### src/rtl/qam_pkg.sv
// Shared 64-QAM definitions used by the capture stage, the symbol FIFO and the
// constellation mapper.
//   QAM_SYM_W : width of one 64-QAM symbol index (log2 of 64)
//   qam_sym_t : one symbol index
package qam_pkg;

    localparam int QAM_SYM_W = 6;

    typedef logic [QAM_SYM_W-1:0] qam_sym_t;

endpackage : qam_pkg

### src/rtl/qam_fifo_ram.sv
// Storage array for qam_symbol_fifo: DEPTH x DATA_W entries, one write port and
// one registered read port. The array itself is never reset. Only the read
// output register is cleared, so the FIFO's rd_data reset value is defined.
//   clk      : rising-edge clock
//   rst_n    : asynchronous active-low reset (read register only)
//   we_i     : write strobe, stores wdata_i at waddr_i
//   waddr_i  : write address
//   wdata_i  : write data
//   re_i     : read strobe, captures mem[raddr_i] into rdata_o
//   raddr_i  : read address
//   rdata_o  : registered read data, holds its value when re_i is low
module qam_fifo_ram
    import qam_pkg::*;
#(
    parameter int DATA_W = QAM_SYM_W,
    parameter int DEPTH  = 16,
    parameter int ADDR_W = $clog2(DEPTH)
) (
    input  logic              clk,
    input  logic              rst_n,
    input  logic              we_i,
    input  logic [ADDR_W-1:0] waddr_i,
    input  logic [DATA_W-1:0] wdata_i,
    input  logic              re_i,
    input  logic [ADDR_W-1:0] raddr_i,
    output logic [DATA_W-1:0] rdata_o
);

    logic [DATA_W-1:0] mem_q [DEPTH];
    logic [DATA_W-1:0] rdata_q;

    always_ff @(posedge clk) begin
        if (we_i) begin
            mem_q[waddr_i] <= wdata_i;
        end
    end

    // The FIFO never reads and writes the same entry in one cycle: that would
    // need count to be both 0 and DEPTH. No bypass is therefore needed.
    always_ff @(posedge clk or negedge rst_n) begin
        if (!rst_n) begin
            rdata_q <= '0;
        end else if (re_i) begin
            rdata_q <= mem_q[raddr_i];
        end
    end

    assign rdata_o = rdata_q;

endmodule : qam_fifo_ram

### src/rtl/qam_symbol_fifo.sv
// Synchronous FIFO buffering 64-QAM symbol indices between the input capture
// stage and the constellation mapper. Single clock domain. All status outputs
// are registered and computed from the next-state occupancy, so they agree
// with the pointers in the cycle after each update.
// Optional build macro: QAM_FIFO_ERR_FLAGS_EN adds the sticky overflow and
// underflow outputs. Without it, dropped requests are silent.
//   clk         : rising-edge clock
//   rst_n       : asynchronous active-low reset
//   wr_en       : write request, accepted when not full
//   wr_data     : symbol to write
//   rd_en       : read request, accepted when not empty
//   rd_data     : registered read symbol (1 clk after an accepted read)
//   rd_valid    : rd_data holds a newly read symbol this cycle
//   full        : count == DEPTH
//   empty       : count == 0
//   almost_full : count >= AF_LEVEL
//   count       : occupancy 0..DEPTH
//   overflow    : (macro only) sticky, set by wr_en while full
//   underflow   : (macro only) sticky, set by rd_en while empty
module qam_symbol_fifo
    import qam_pkg::*;
#(
    parameter int DATA_W   = QAM_SYM_W,
    parameter int DEPTH    = 16,
    parameter int AF_LEVEL = 12
) (
    input  logic                     clk,
    input  logic                     rst_n,
    input  logic                     wr_en,
    input  logic [DATA_W-1:0]        wr_data,
    input  logic                     rd_en,
    output logic [DATA_W-1:0]        rd_data,
    output logic                     rd_valid,
    output logic                     full,
    output logic                     empty,
`ifdef QAM_FIFO_ERR_FLAGS_EN
    output logic                     overflow,
    output logic                     underflow,
`endif
    output logic                     almost_full,
    output logic [$clog2(DEPTH):0]   count
);

    localparam int ADDR_W = $clog2(DEPTH);
    localparam int CNT_W  = ADDR_W + 1;

    localparam logic [CNT_W-1:0] DEPTH_C = CNT_W'(DEPTH);
    localparam logic [CNT_W-1:0] AF_C    = CNT_W'(AF_LEVEL);

    logic [CNT_W-1:0] wr_ptr_q, wr_ptr_d;
    logic [CNT_W-1:0] rd_ptr_q, rd_ptr_d;
    logic [CNT_W-1:0] count_q,  count_d;
    logic             full_q, empty_q, almost_full_q, rd_valid_q;
    logic             wr_acc, rd_acc;

    // Acceptance uses the registered flags, i.e. the state before this edge.
    // This gives the required read-only-when-full and write-only-when-empty
    // behaviour for simultaneous requests without any fall-through path.
    always_comb begin
        wr_acc   = wr_en && !full_q;
        rd_acc   = rd_en && !empty_q;
        wr_ptr_d = wr_ptr_q + CNT_W'(wr_acc);
        rd_ptr_d = rd_ptr_q + CNT_W'(rd_acc);
        count_d  = count_q + CNT_W'(wr_acc) - CNT_W'(rd_acc);
    end

    always_ff @(posedge clk or negedge rst_n) begin
        if (!rst_n) begin
            wr_ptr_q      <= '0;
            rd_ptr_q      <= '0;
            count_q       <= '0;
            full_q        <= 1'b0;
            empty_q       <= 1'b1;
            almost_full_q <= 1'b0;
            rd_valid_q    <= 1'b0;
        end else begin
            wr_ptr_q      <= wr_ptr_d;
            rd_ptr_q      <= rd_ptr_d;
            count_q       <= count_d;
            full_q        <= (count_d == DEPTH_C);
            empty_q       <= (count_d == '0);
            almost_full_q <= (count_d >= AF_C);
            rd_valid_q    <= rd_acc;
        end
    end

    // Pointers carry one extra wrap bit; only the low bits address storage.
    qam_fifo_ram #(
        .DATA_W (DATA_W),
        .DEPTH  (DEPTH),
        .ADDR_W (ADDR_W)
    ) u_ram (
        .clk     (clk),
        .rst_n   (rst_n),
        .we_i    (wr_acc),
        .waddr_i (wr_ptr_q[ADDR_W-1:0]),
        .wdata_i (wr_data),
        .re_i    (rd_acc),
        .raddr_i (rd_ptr_q[ADDR_W-1:0]),
        .rdata_o (rd_data)
    );

`ifdef QAM_FIFO_ERR_FLAGS_EN
    logic overflow_q, underflow_q;

    always_ff @(posedge clk or negedge rst_n) begin
        if (!rst_n) begin
            overflow_q  <= 1'b0;
            underflow_q <= 1'b0;
        end else begin
            if (wr_en && full_q) begin
                overflow_q <= 1'b1;
            end
            if (rd_en && empty_q) begin
                underflow_q <= 1'b1;
            end
        end
    end

    assign overflow  = overflow_q;
    assign underflow = underflow_q;
`endif

    assign rd_valid    = rd_valid_q;
    assign full        = full_q;
    assign empty       = empty_q;
    assign almost_full = almost_full_q;
    assign count       = count_q;

endmodule : qam_symbol_fifo

### config.mk
export PLATFORM = sky130hd
export DESIGN_NAME = qam_symbol_fifo
export DESIGN_NICKNAME = d
export VERILOG_FILES = /design/src/rtl/qam_pkg.sv /design/src/rtl/qam_fifo_ram.sv /design/src/rtl/qam_symbol_fifo.sv
export SDC_FILE = /design/constraint.sdc
export NUM_CORES = 1
export LEC_CHECK = 0
export CAP_MARGIN = 20
export CORE_MARGIN = 3
export CORE_UTILIZATION = 25
export CTS_CLUSTER_DIAMETER = 40
export CTS_CLUSTER_SIZE = 14
export DETAILED_ROUTE_END_ITERATION = 6
export GPL_TIMING_DRIVEN = 0
export HOLD_SLACK_MARGIN = 0.12
export PLACE_DENSITY = 0.5
export SLEW_MARGIN = 20
export SYNTH_ARGS = -nofsm -noshare
export SYNTH_HDL_FRONTEND = slang
export SYNTH_HIERARCHICAL = 1
export SYNTH_SLANG_ARGS = --single-unit
### constraint.sdc
create_clock -name clk -period 3.1 [get_ports clk]
set_input_delay 0.62 -clock clk [delete_from_list [all_inputs] [get_ports clk]]
set_output_delay 0.62 -clock clk [all_outputs]
set_load 0.1 [all_outputs]
==> summary.txt <==
EDFF count, synth -> 96
Reg2Reg Depth -> 9
Fin crit share -> 0.905
Layout cell share with drive strength beyond 1 -> 0.174
Total grt overflow -> 0
Setup WS post-layout -> 0.296 ns
Core area -> 18300 µm²
Internal -> 0.00404 W
Initial Utilization -> 0.261
Worst path max stage delay -> 0.45 ns
Part of the power in registers -> 0.341
FF/Latch Area -> 3460 µm²
Hpwl dp -> 6.29 mm
Most frequent cell after synthesis -> edfxtp_1
Status -> finished clean
First DRT Iteration DRCs -> 205
Post-synthesis sequential area ratio -> 0.724
Footprint of the multi-input gates -> 1200 µm²
CP Data Required Time -> 3.41 ns
Max-Cap Viols -> 0
WL final -> 9.61 mm
Unrepaired setup endpoints after global routing -> no
Worst r2r dst -> full$_DFF_PN0_
Hold Vio Cnt, Final -> 0
PwrDens -> 1110 nW/µm²
Antenna Violating Nets Remaining -> 0
Synth cell count leaders -> edfxtp_1, dfrtp_1, nor2_1
Synth top area cells -> edfxtp_1, dfrtp_1, mux4_1, mux4_2, ha_1
Syn-to-layout area delta -> 22.0%
Crit path depth -> 10
CTS Buffer Depth -> 2
#FFs+latches synth -> 119
First-pass GRT wire length -> 14.5 mm
Clk pwr share -> 0.267
DRC errors left -> 0
Worst-skew pair later-pin latency -> 0.41 ns
Static Leak -> 2.00 nW
Post-layout nets -> 304
Routability cong. -> 0.722
Cts bufs inserted -> 17
Number of core rows -> 49
HP Class -> input port to asynchronous set/reset pin
Critical path data arrival time -> 3.11 ns
Switching pwr -> 0.00244 W
Vias -> 2360
Maximum number of pins on one net before global-route repair -> 24
Die Area -> 20800 µm²
Vias in the first global route -> 2402
RR Startpoint -> full$_DFF_PN0_
Placed insts -> 496
ANT cells -> 0
Setup crit start kind -> input port
Final std cells w/o fill -> 528
Drt via density -> 4.47
Crit path kind -> input port to flip-flop
Combinational Power Share -> 0.391
Dpl ws -> -0.317 ns
Cell taking the most area after synthesis -> edfxtp_1
Clock Pin Slew Worst Setup and Hold Paths -> 0.05 ns
Synth unique cells -> 32
Slowest CP cell -> clkdlybuf4s50_1
Synth warn -> 6
Top_reg_cell synth -> edfxtp_1
CP Buf/Inv Count -> 2
Setup slack, reg-to-reg -> 0.60 ns
Slew margin rel. -> 0.271
Die height -> 144 µm
Fmax achieved -> 357 MHz
CP Cell Sequence -> clkdlybuf4s50_1 > nor2b_2 > xor2_1 > ha_1 > inv_1 > fa_1 > nand2b_1 > a21oi_2 > xnor2_1 > nor4b_2
Setup violations, final -> 0
Post-CTS Setup Bufs -> 0
Mean post-synth cell area -> 19.7 µm²
Share of the synthesized area in the top cell type -> 0.604
H-tree levels -> 4
Hold-fix buffers, CTS -> 0
GRT Util Overall -> 0.0995
Kind of cell adding the most delay to the critical path -> simple AND/OR/NAND/NOR gates
Netlist Area Pre-Place -> 4780 µm²
Mapped Cells -> 243
Sw frac -> 0.376
Initial antenna violation count -> 0
Total Neg Setup Slack -> 0 ns
Maximum vdd drop -> 476 µV
Skew final -> 0.00632 ns
Wire per inst -> 18.2 µm
Final Core Density -> 0.318
Crit end category -> flip-flop
Ys async rst share -> 0.193
Crit-path max FO -> 7
Critical Path End -> full$_DFF_PN0_
Slew Limit Fails -> 0
CP startpoint -> wr_en
PostCTS Resize Cnt -> 0
Clock sink total -> 119
1st-pass router iterations -> 4
I/O pins -> 25
Synth Net Count -> 261
CTS Root Buffer Type -> clkbuf_16
Fill cells -> 1712
Slew of the pin with the lowest slew margin -> 1.09 ns
Port Buffers -> 24
Final min period -> 2.80 ns
CTS tree -> built
Post-route design area -> 5830 µm²
Chip Width -> 144 µm
Placed inst area -> 5300 µm²
## stage by stage
stage / hold slack, ns / power (W)
6_report: 0.198 / 0.00647
5_1_grt: 0.228 / 0.00683
4_1_cts: 0.510 / 0.00655
3_5_place_dp: 0.502 / 0.00480
3_3_place_gp: 0.498 / 0.00476
2_1_floorplan: 0.324 / 0.00413
## flip-flops by register name (all words and copies together), names as in the netlist
name / cells
empty: 1
almost_full: 1
rd_ptr_q: 4
count: 5
wr_ptr_q: 4
u_ram/mem_q: 96
rd_valid: 1
full: 1
u_ram/rdata_o: 6
## metal layers
| metal | wire length, µm | track usage | share of wire | vias up |
|---|---|---|---|---|
| met5 | 0 | 0 | 0 | - |
| met2 | 4610 | 0.154 | 0.48 | 57 |
| met1 | 4460 | 0.132 | 0.46 | 1230 |
| met4 | 59 | 0.0324 | 0.0061 | 0 |
| met3 | 477 | 0.0354 | 0.050 | 6 |
| li1 | - | - | - | 1067 |
## layout by cell type, fill, tap and decap left out, types with 2 or more instances in the layout
master / instances
xor2_1: 5
a21oi_2: 2
clkdlybuf4s50_1: 23
a221oi_1: 6
o22ai_1: 6
inv_1: 6
clkinv_1: 2
buf_12: 2
clkinvlp_4: 3
mux2i_1: 6
nand3_1: 3
nand3b_1: 2
dfrtp_1: 22
clkbuf_1: 7
and2_1: 2
mux4_1: 12
mux4_2: 12
nor2_1: 20
nor3_1: 4
clkinv_2: 2
a21o_1: 2
buf_6: 3
xnor2_1: 5
nand2b_1: 6
clkbuf_16: 17
ha_1: 7
buf_2: 4
edfxtp_1: 96
## logic make-up (layout without fill, tap and decap cells)
group | count (synthesis) | in the layout | share of synthesized area
flops | 119 | 119 | 0.724
simple gates | 44 | 44 | 0.0490
mux | 30 | 30 | 0.135
compound gates | 16 | 16 | 0.0257
buf+inv | 16 | 72 | 0.0249
xor+xnor | 10 | 10 | 0.0183
fa+ha+maj | 8 | 8 | 0.0225
## layout make-up
type                    count  share of cell area
multi-input cells         108               0.206
plain buffers              10              0.0165
repair buffers             24              0.0404
clock buffers              23              0.0769
well taps                 229              0.0492
clock inverters             9              0.0135
inverters                   6             0.00387
flip-flops and latches    119               0.594
## power groups by stage
stage	clock, W	combinational (W)	sequential, W
after floorplan	0	0.00127	0.00286
after global placement	0	0.00253	0.00223
after detailed placement	0	0.00256	0.00224
after CTS	0.00177	0.00257	0.00221
after global routing	0.00186	0.00272	0.00225
final	0.00173	0.00253	0.00221
## worst min-delay path by stage
stage | from | end | slack (ns) | depth (start not counted)
floorplan | rst_n | almost_full$_DFF_PN0_ | 0.32 | 0
global placement | rd_ptr_q[0]$_DFF_PN0_ | rd_ptr_q[0]$_DFF_PN0_ | 0.50 | 1
detailed placement | rd_ptr_q[0]$_DFF_PN0_ | rd_ptr_q[0]$_DFF_PN0_ | 0.50 | 1
CTS | rd_ptr_q[0]$_DFF_PN0_ | rd_ptr_q[0]$_DFF_PN0_ | 0.51 | 1
global route | rst_n | count[1]$_DFF_PN0_ | 0.23 | 1
finish | rst_n | count[1]$_DFF_PN0_ | 0.20 | 1
(Power assumes the default switching activity.)
